===== config.mk =====
export PLATFORM = sky130hd
export DESIGN_NAME = atetris_slapstik_bank
export DESIGN_NICKNAME = d
export VERILOG_FILES = /design/src/rtl/atetris_slapstik_bank.sv
export SDC_FILE = /design/constraint.sdc
export NUM_CORES = 1
export LEC_CHECK = 0
export CORE_AREA = 2 2 39 41
export CTS_BUF_LIST = sky130_fd_sc_hd__clkbuf_4
export DETAILED_ROUTE_END_ITERATION = 12
export DIE_AREA = 0 0 41 43
export MAX_ROUTING_LAYER = met4
export PLACE_DENSITY_LB_ADDON = 0.12
export SYNTH_ARGS = -nofsm -noshare
export SYNTH_HDL_FRONTEND = slang
export SYNTH_SLANG_ARGS = --single-unit

===== constraint.sdc =====
create_clock -name DEVCL -period 2.3 [get_ports DEVCL]
set_input_delay 0.69 -clock DEVCL [delete_from_list [all_inputs] [get_ports DEVCL]]
set_output_delay 0.69 -clock DEVCL [all_outputs]
set_load 0.01 [all_outputs]

===== src/rtl/atetris_slapstik_bank.sv =====
// Slapstik-style ROM bank controller for the $6000-$7FFF window.
// It decodes address-sequence accesses and drives the 2-bit bank select for the ROM mux.
module atetris_slapstik_bank #(
    parameter logic [1:0]  BANK_START = 2'd3,
    parameter logic [12:0] BANK_BASE  = 13'h0080,
    parameter logic [12:0] ALT1       = 13'h1540,
    parameter logic [12:0] ALT2       = 13'h1DFE,
    parameter logic [12:0] ALT3       = 13'h1B50,
    parameter logic [12:0] ALT3_MASK  = 13'h1FF3,
    parameter int          ALT_SHIFT  = 2,
    parameter logic [12:0] ALT4       = 13'h1DFE
) (
    input  logic        DEVCL,
    input  logic        RESET,
    input  logic        CS,
    input  logic [12:0] AD,
    output logic [1:0]  BS,
    output logic [2:0]  ST
);

    typedef enum logic [2:0] {
        IDLE  = 3'd0,
        ARMED = 3'd1,
        ALT1S = 3'd2,
        ALT2S = 3'd3,
        ALT3S = 3'd4
    } state_t;

    state_t     state, state_nx;
    logic [1:0] bs_nx;
    logic [1:0] cap, cap_nx;

    always_ff @(posedge DEVCL) begin
        if (RESET) begin
            state <= IDLE;
            BS    <= BANK_START;
            cap   <= 2'd0;
        end else begin
            state <= state_nx;
            BS    <= bs_nx;
            cap   <= cap_nx;
        end
    end

    always_comb begin
        state_nx = state;
        bs_nx    = BS;
        cap_nx   = cap;
        if (CS) begin
            // An access to $0000 re-arms from anywhere, including an unused state code.
            if (AD == 13'h0000) begin
                state_nx = ARMED;
            end else begin
                state_nx = IDLE;
                case (state)
                    ARMED: begin
                        for (int n = 0; n < 4; n++)
                            if (AD == BANK_BASE + 13'(n * 16))
                                bs_nx = 2'(n);
                        if (AD == ALT1)
                            state_nx = ALT1S;
                    end
                    ALT1S: if (AD == ALT2) state_nx = ALT2S;
                    ALT2S: begin
                        if ((AD & ALT3_MASK) == ALT3) begin
                            cap_nx   = AD[ALT_SHIFT +: 2];
                            state_nx = ALT3S;
                        end
                    end
                    ALT3S: if (AD == ALT4) bs_nx = cap;
                    default: state_nx = IDLE;
                endcase
            end
        end
    end

    assign ST = state;

endmodule


# After elaboration in Yosys (flattened, before gate mapping)
# Cells that the tools add are included.
[totals]
ff_bits = 7
inputBits = 16
output_inout_bits = 5
wordCells = 32
[op_classes]
reduce_logical = 4
eq_ne = 13
bitwise_logic = 1
n_mux = 11
[ops]
columns = ["op", "count"]
rows = [
  ["$eq 13x8->1 const B", 4],
  ["$eq 13x13->1 const B", 2],
  ["$mux 2", 7],
  ["$logic_not 13->1", 1],
  ["$eq 11x11->1 const B", 1],
  ["$pmux 3 s3", 1],
  ["$eq 3x2->1 const B", 2],
  ["$mux 3", 2],
  ["$ne 5x5->1 const B", 1],
  ["$reduce_and 5->1", 1],
  ["$pmux 2 s2", 1],
  ["$reduce_and 4->1", 1],
  ["$eq 3x1->1 const B", 1],
  ["$eq 3x3->1 const B", 1],
  ["$ne 2x2->1 const B", 1],
  ["$reduce_bool 2->1", 1],
  ["$not 1->1", 1],
]

# Logic depth before layout (Yosys ltp)
# Gate-level depths: netlist of run 1.
[depth]
ltp_word = 6
ltp_mapped = 5
depth_no_buf = 5

# Worst setup path before layout of run 1
# No wires, ideal clock.
[synth_timing]
path_type = "input to register"
from = "in AD[7]"
to = "reg cap[0]"
arrival_ps = 1826
cell_stages = 5
setup_slack_ps = 348
cell_sequence = "or4b_1 -> nor4_1 -> and3_2 -> mux2i_1 -> nor2_1"
[synth_between]
elab_chain_len = 3
word_cells_on_any_way = 4
cone_classes = "eq/ne: 1; bitwise: 1; reduce/logical: 2"
[synth_rtl]
columns = ["item", "line_no", "rtl"]
rows = [
  ["start, declared", "16", "input logic [12:0] AD,"],
  ["$logic_not 13->1", "51", "if (AD == 13'h0000) begin"],
  ["$not 1->1 (no line)", "--", ""],
  ["$reduce_and 4->1 (no line) *", "--", ""],
  ["end signal, assigned", "41", "cap <= cap_nx;"],
  ["end, declared", "31", "logic [1:0] cap, cap_nx;"],
]
# Every way passes the cells marked *; elsewhere a longest branch is shown, timed or not.
# A chain may end at the register's enable or synchronous reset.

# Worst setup path after layout of run 1
[layout_timing]
from = "in AD[7]"
to = "reg cap[1]"
# The elaborated chain is that of the path after synthesis.

==> reports/metrics.cfg, run 1 <==
[die]
die_h_um = 43
core_area_um2 = 1380
io_pins = 21
initial_utilization = 0.316
die_w_um = 41
rows = 14
dieArea_um2 = 1760

[yosys]
syn_inst = 56
synthTopCellsByCount = 10 x nor2_1, 7 x dfxtp_1, 5 x nand2_1
yosys_warnings = 0
ys_ff_latch = 7
ys.flop_type = dfxtp_1
synth.most_common_cell = nor2_1
synth_top_area_share = 0.320
synth_edf_count = 0
synthTopCellsByArea = dfxtp_1 32%, mux2i_1 9.1%, nor2_1 8.6%
avgSynthCellArea_um2 = 7.82
synth_largest_area_cell = dfxtp_1
synth_nets = 72
synth-seq-area-share = 0.320
yosysUniqueCellTypes = 21
async_flop_share = 0
syn_area_um2 = 438

[route]
routedWlPerCell_um = 13.1
drt-initial-drc-count = 11
num_vias = 530
vias_per_cell = 5.15
first_pass_iters = 3
drc = 0
totalWireLength_mm = 1.35
ant_nets = 0

[setup_path]
crit_path_end = cap[1]
cp-start-kind = input port
cp_max_fo = 3
r2r_slack_ns = 0.58
r2r_end = cap[1]
crit_type = in -> reg
arrival_ns = 2.32
cp.required_ns = 2.44
endpoint_kind = flop
reg2reg_depth = 5
r2r-start = ST[2]
crit_path_start = AD[7]

[clock_network]
cts.sinks = 7
max-clock-path-buffers = 2
htree_num_levels = 1
cts_hold_buffers = 0
clk_pin_slew_ns = 0.05
cts_tree = done
root_buffer = clkbuf_4
cts_made_buffers = 3
post_cts_buffers = 0
insertion_delay_ns = 0.26

[grt]
grt_pass1_vias = 513
grt_pass1_wl_mm = 2.00
overflow = 0
antenna_found_initial = 0
track_usage = 0.178
grt_max_degree = 10

[layout]
post_route_cells_drive_above_1_share = 0.172
antenna_cells = 0
multi_input_area_um2 = 300
syn2layout_area_growth_pct = 72.3
finalNetCount = 104
final_core_util = 0.545
seqCellArea_um2 = 140
fillers = 146
fin_cells = 103

[power]
power.leakage_nw = 0.281
vdd_drop_max_uv = 307
p_total_mw = 0.317
power_density_nw_per_um2 = 421

[timing]
max_clock_freq_mhz = 458
worst_pin_slew_ns = 0.360
hold_violations = 0
slew_headroom = 0.760
finClkSkew_ns = 0.00123
drv_slew = 0
min_period_ns = 2.18
finalSetupViolCount = 0
period_share = 0.950
rsz0062_at_grt = false

[place]
dp_hpwl_mm = 1.01
routabilityCongestion = 0.772
io_buffers = 20
dp_cells = 99

[run]
max-cap-violations = 0

[status]
outcome = completed

[hold_path]
min_path_type = reg -> reg

-- power breakdown --
part / internal [mW] / total, mW / switching [mW]
sequential: 0.124 / 0.126 / 0.00187
clock: 0.0782 / 0.127 / 0.0486
combinational: 0.0407 / 0.0649 / 0.0242
total: 0.243 / 0.317 / 0.0747
-- layout by cell type (no fill, tap or decap), types with 2 or more instances in the layout --
master	n
nand4_1	2
clkbuf_4	4
clkdlybuf4s50_1	20
a211oi_1	3
a21o_1	2
a21oi_1	2
nand3_1	3
buf_4	8
nor2_1	10
mux2i_1	4
nand2_1	5
dfxtp_1	7
nor3b_1	4
nor4_1	3
-- through the flow --
step / hold slack [ns] / setup slack (ns) / TNS (ns) / cell area (µm²)
final: 0.515 / 0.116 / 0 / 754
after global routing: 0.563 / 0.000730 / 0 / 754
after CTS: 0.510 / 0.0688 / 0 / 744
after detailed placement: 0.493 / -0.192 / -0.341 / 714
after global placement: 0.490 / -0.124 / -0.335 / 714
after floorplan: 0.461 / 0.348 / 0 / 438
-- how the worst min path moves through the flow --
stage | from | to | slack (ns) | cells past startpoint
2_1_floorplan | cap[0] | cap[0] | 0.46 | 2
3_3_place_gp | cap[0] | cap[0] | 0.49 | 2
3_5_place_dp | cap[0] | cap[0] | 0.49 | 2
4_1_cts | cap[0] | cap[0] | 0.51 | 2
5_1_grt | cap[0] | cap[0] | 0.56 | 2
6_report | cap[0] | cap[0] | 0.51 | 2
-- what timing repair did --
item                                    4_1_cts  5_1_grt
hold endpoints to repair                      0        0
gates resized for setup                       0        2
endpoints found under the setup margin        0        2
-- critical path, cell delays in order --
cell and delay (ns):
clkdlybuf4s50_1 0.42, or4b_1 0.52, nor4_2 0.18, and3_4 0.25, mux2i_1 0.20, nor2_1 0.06
-- registers in the layout (all words and copies together), names as in the netlist --
name  cells
cap       2
BS        2
ST        3
-- metal layers --
metal	GRT usage	share of wire
met2	0.250	0.46
met1	0.214	0.45
met4	0.140	0.028
met5	-	0
met3	0.0314	0.065
-- layout make-up --
class	instances	share of cell area
clock buffers	4	0.0398
inverters	1	0.00498
multi-input cells	47	0.398
flip-flops and latches	7	0.186
well taps	16	0.0265
repair buffers	28	0.345
-- logic make-up after synthesis --
group,count (synthesis),share of synthesized area
mux,4,0.0914
flops,7,0.320
buf+inv,2,0.0171
simple gates,35,0.443
compound gates,8,0.129
Note: power is estimated with default switching activity, not from simulation.
==> inputs of run 2 (changes only) <==
GPL_TIMING_DRIVEN = 0   (was not set)
==> run 2 against run 1 <==
  * Critical path depth stayed put
  * Non-clock buffer count down 8
  * Clock skew up 0.0020 ns
  * Hold slack got worse by 0.018 ns
  * Highest routed layer unchanged
  * Critical path type unchanged
  * Clock-buffer cell count unchanged
  * Power shrank 2.9%
==> reports/metrics.cfg, run 2 (synthesis gave the netlist of run 1 again) <==
[setup_path]
arrival_ns = 2.28
crit_path_top_delay_cell = clkdlybuf4s50_1
cp.required_ns = 2.43
cp-start-kind = input port
crit_type = in -> reg
endpoint_kind = flop
cp_cell_sequence = clkdlybuf4s50_1 > nor4_4 > a41oi_1 > and3_2 > mux2i_1 > nor2_1
cp_max_fo = 4
slowest_delay_ns = 0.49

[timing]
hold_violations = 0
worst_pin_slew_ns = 0.408
min_period_ns = 2.15
rsz0062_at_grt = false
period_share = 0.934
max_clock_freq_mhz = 466
drv_slew = 0
finalSetupViolCount = 0
finClkSkew_ns = 0.00322
worst_slack_ns = 0.153
slew_headroom = 0.725

[die]
io_pins = 21
rows = 14
die_h_um = 43
core_area_um2 = 1380
die_w_um = 41
dieArea_um2 = 1760
initial_utilization = 0.316

[layout]
layout_common_cells = 17 x clkdlybuf4s50_1, 10 x nor2_1, 7 x dfxtp_1
largest_reg_flops = 3
layout_commonest_cell = clkdlybuf4s50_1
syn2layout_area_growth_pct = 60.9
antenna_cells = 0
fillers = 144
final_area_um2 = 704
post_route_cells_drive_above_1_share = 0.101
finalNetCount = 96

[clock_network]
cts_tree = done
root_buffer = clkbuf_4
max-clock-path-buffers = 2
cts.sinks = 7
clk_pin_slew_ns = 0.05
cts_hold_buffers = 0
htree_num_levels = 1
post_cts_buffers = 0
cts_made_buffers = 3
insertion_delay_ns = 0.25

[grt]
overflow = 0
grt_pass1_wl_mm = 1.75
antenna_found_initial = 0
grt_max_degree = 10
grt_pass1_vias = 453
track_usage = 0.157

[route]
num_vias = 503
dr_wl_met2_um = 560
routed-wl-met3_um = 101
routedWlPerCell_um = 12.9
drc = 0
vias_per_cell = 5.29
ant_nets = 0
drt-initial-drc-count = 2
wl_met1_um = 536
totalWireLength_mm = 1.23
first_pass_iters = 3
route.top_layer_used = met4

[place]
dp_slack_ns = -0.308
io_buffers = 19
dp_hpwl_um = 944
routabilityCongestion = 0.767
placed_cell_area_um2 = 648

[power]
power.leakage_nw = 0.261
vdd_drop_max_uv = 250
power_density_nw_per_um2 = 437

[hold_path]
min_path_type = reg -> reg

[status]
outcome = completed

[run]
max-cap-violations = 0

[run 2: metrics by stage]
stage	utilization	power (mW)	cells	hold WS (ns)	setup TNS [ns]
floorplan	-	0.145	56	0.461	0
global placement	0.468	0.183	91	0.484	-1.02
detailed placement	0.468	0.183	91	0.493	-1.30
CTS	0.495	0.316	95	0.507	0
global route	0.509	0.325	95	0.527	0
finish	0.509	0.308	95	0.497	0
[run 2: path summary, 6_finish.rpt]
path	depth (start not counted)	startpoint	slack (ns)	end
worst max-delay path	6	AD[3]	0.15	cap[0]
worst min register to register	2	cap[0]	0.50	cap[0]
worst max register to register	5	ST[2]	0.58	cap[0]
worst min-delay path	2	cap[0]	0.50	cap[0]
[run 2: cell type report]
class	instances	area (µm²)	area share
clock buffer	4	30.0	0.0426
timing repair buffer	19	195	0.277
tap	16	20.0	0.0284
multi-input combinational	47	312	0.442
buffer	1	3.75	0.00533
inverter	1	3.75	0.00533
sequential	7	140	0.199
[run 2: layer usage]
metal,vias up,GRT usage
li1,261,-
met1,222,0.168
met2,16,0.238
met3,4,0.0157
met4,0,0.140
met5,-,-
[run 2: worst max-delay path: cells and delay by family]
family                 cells  cell delay (ns)
AOI/OAI and AO/OA          1             0.26
buffers and inverters      1             0.49
muxes                      1             0.15
and+or+nand+nor            3             0.69
[run 2: report_power, final]
group	internal [mW]	switching, mW
Clock	0.0781	0.0468
Combinational	0.0331	0.0245
Sequential	0.124	0.00181
[run 2: repair_timing]
action / CTS / global route
pin swaps: 0 / 1
endpoints found under the setup margin: 3 / 3
gates resized for setup: 1 / 4
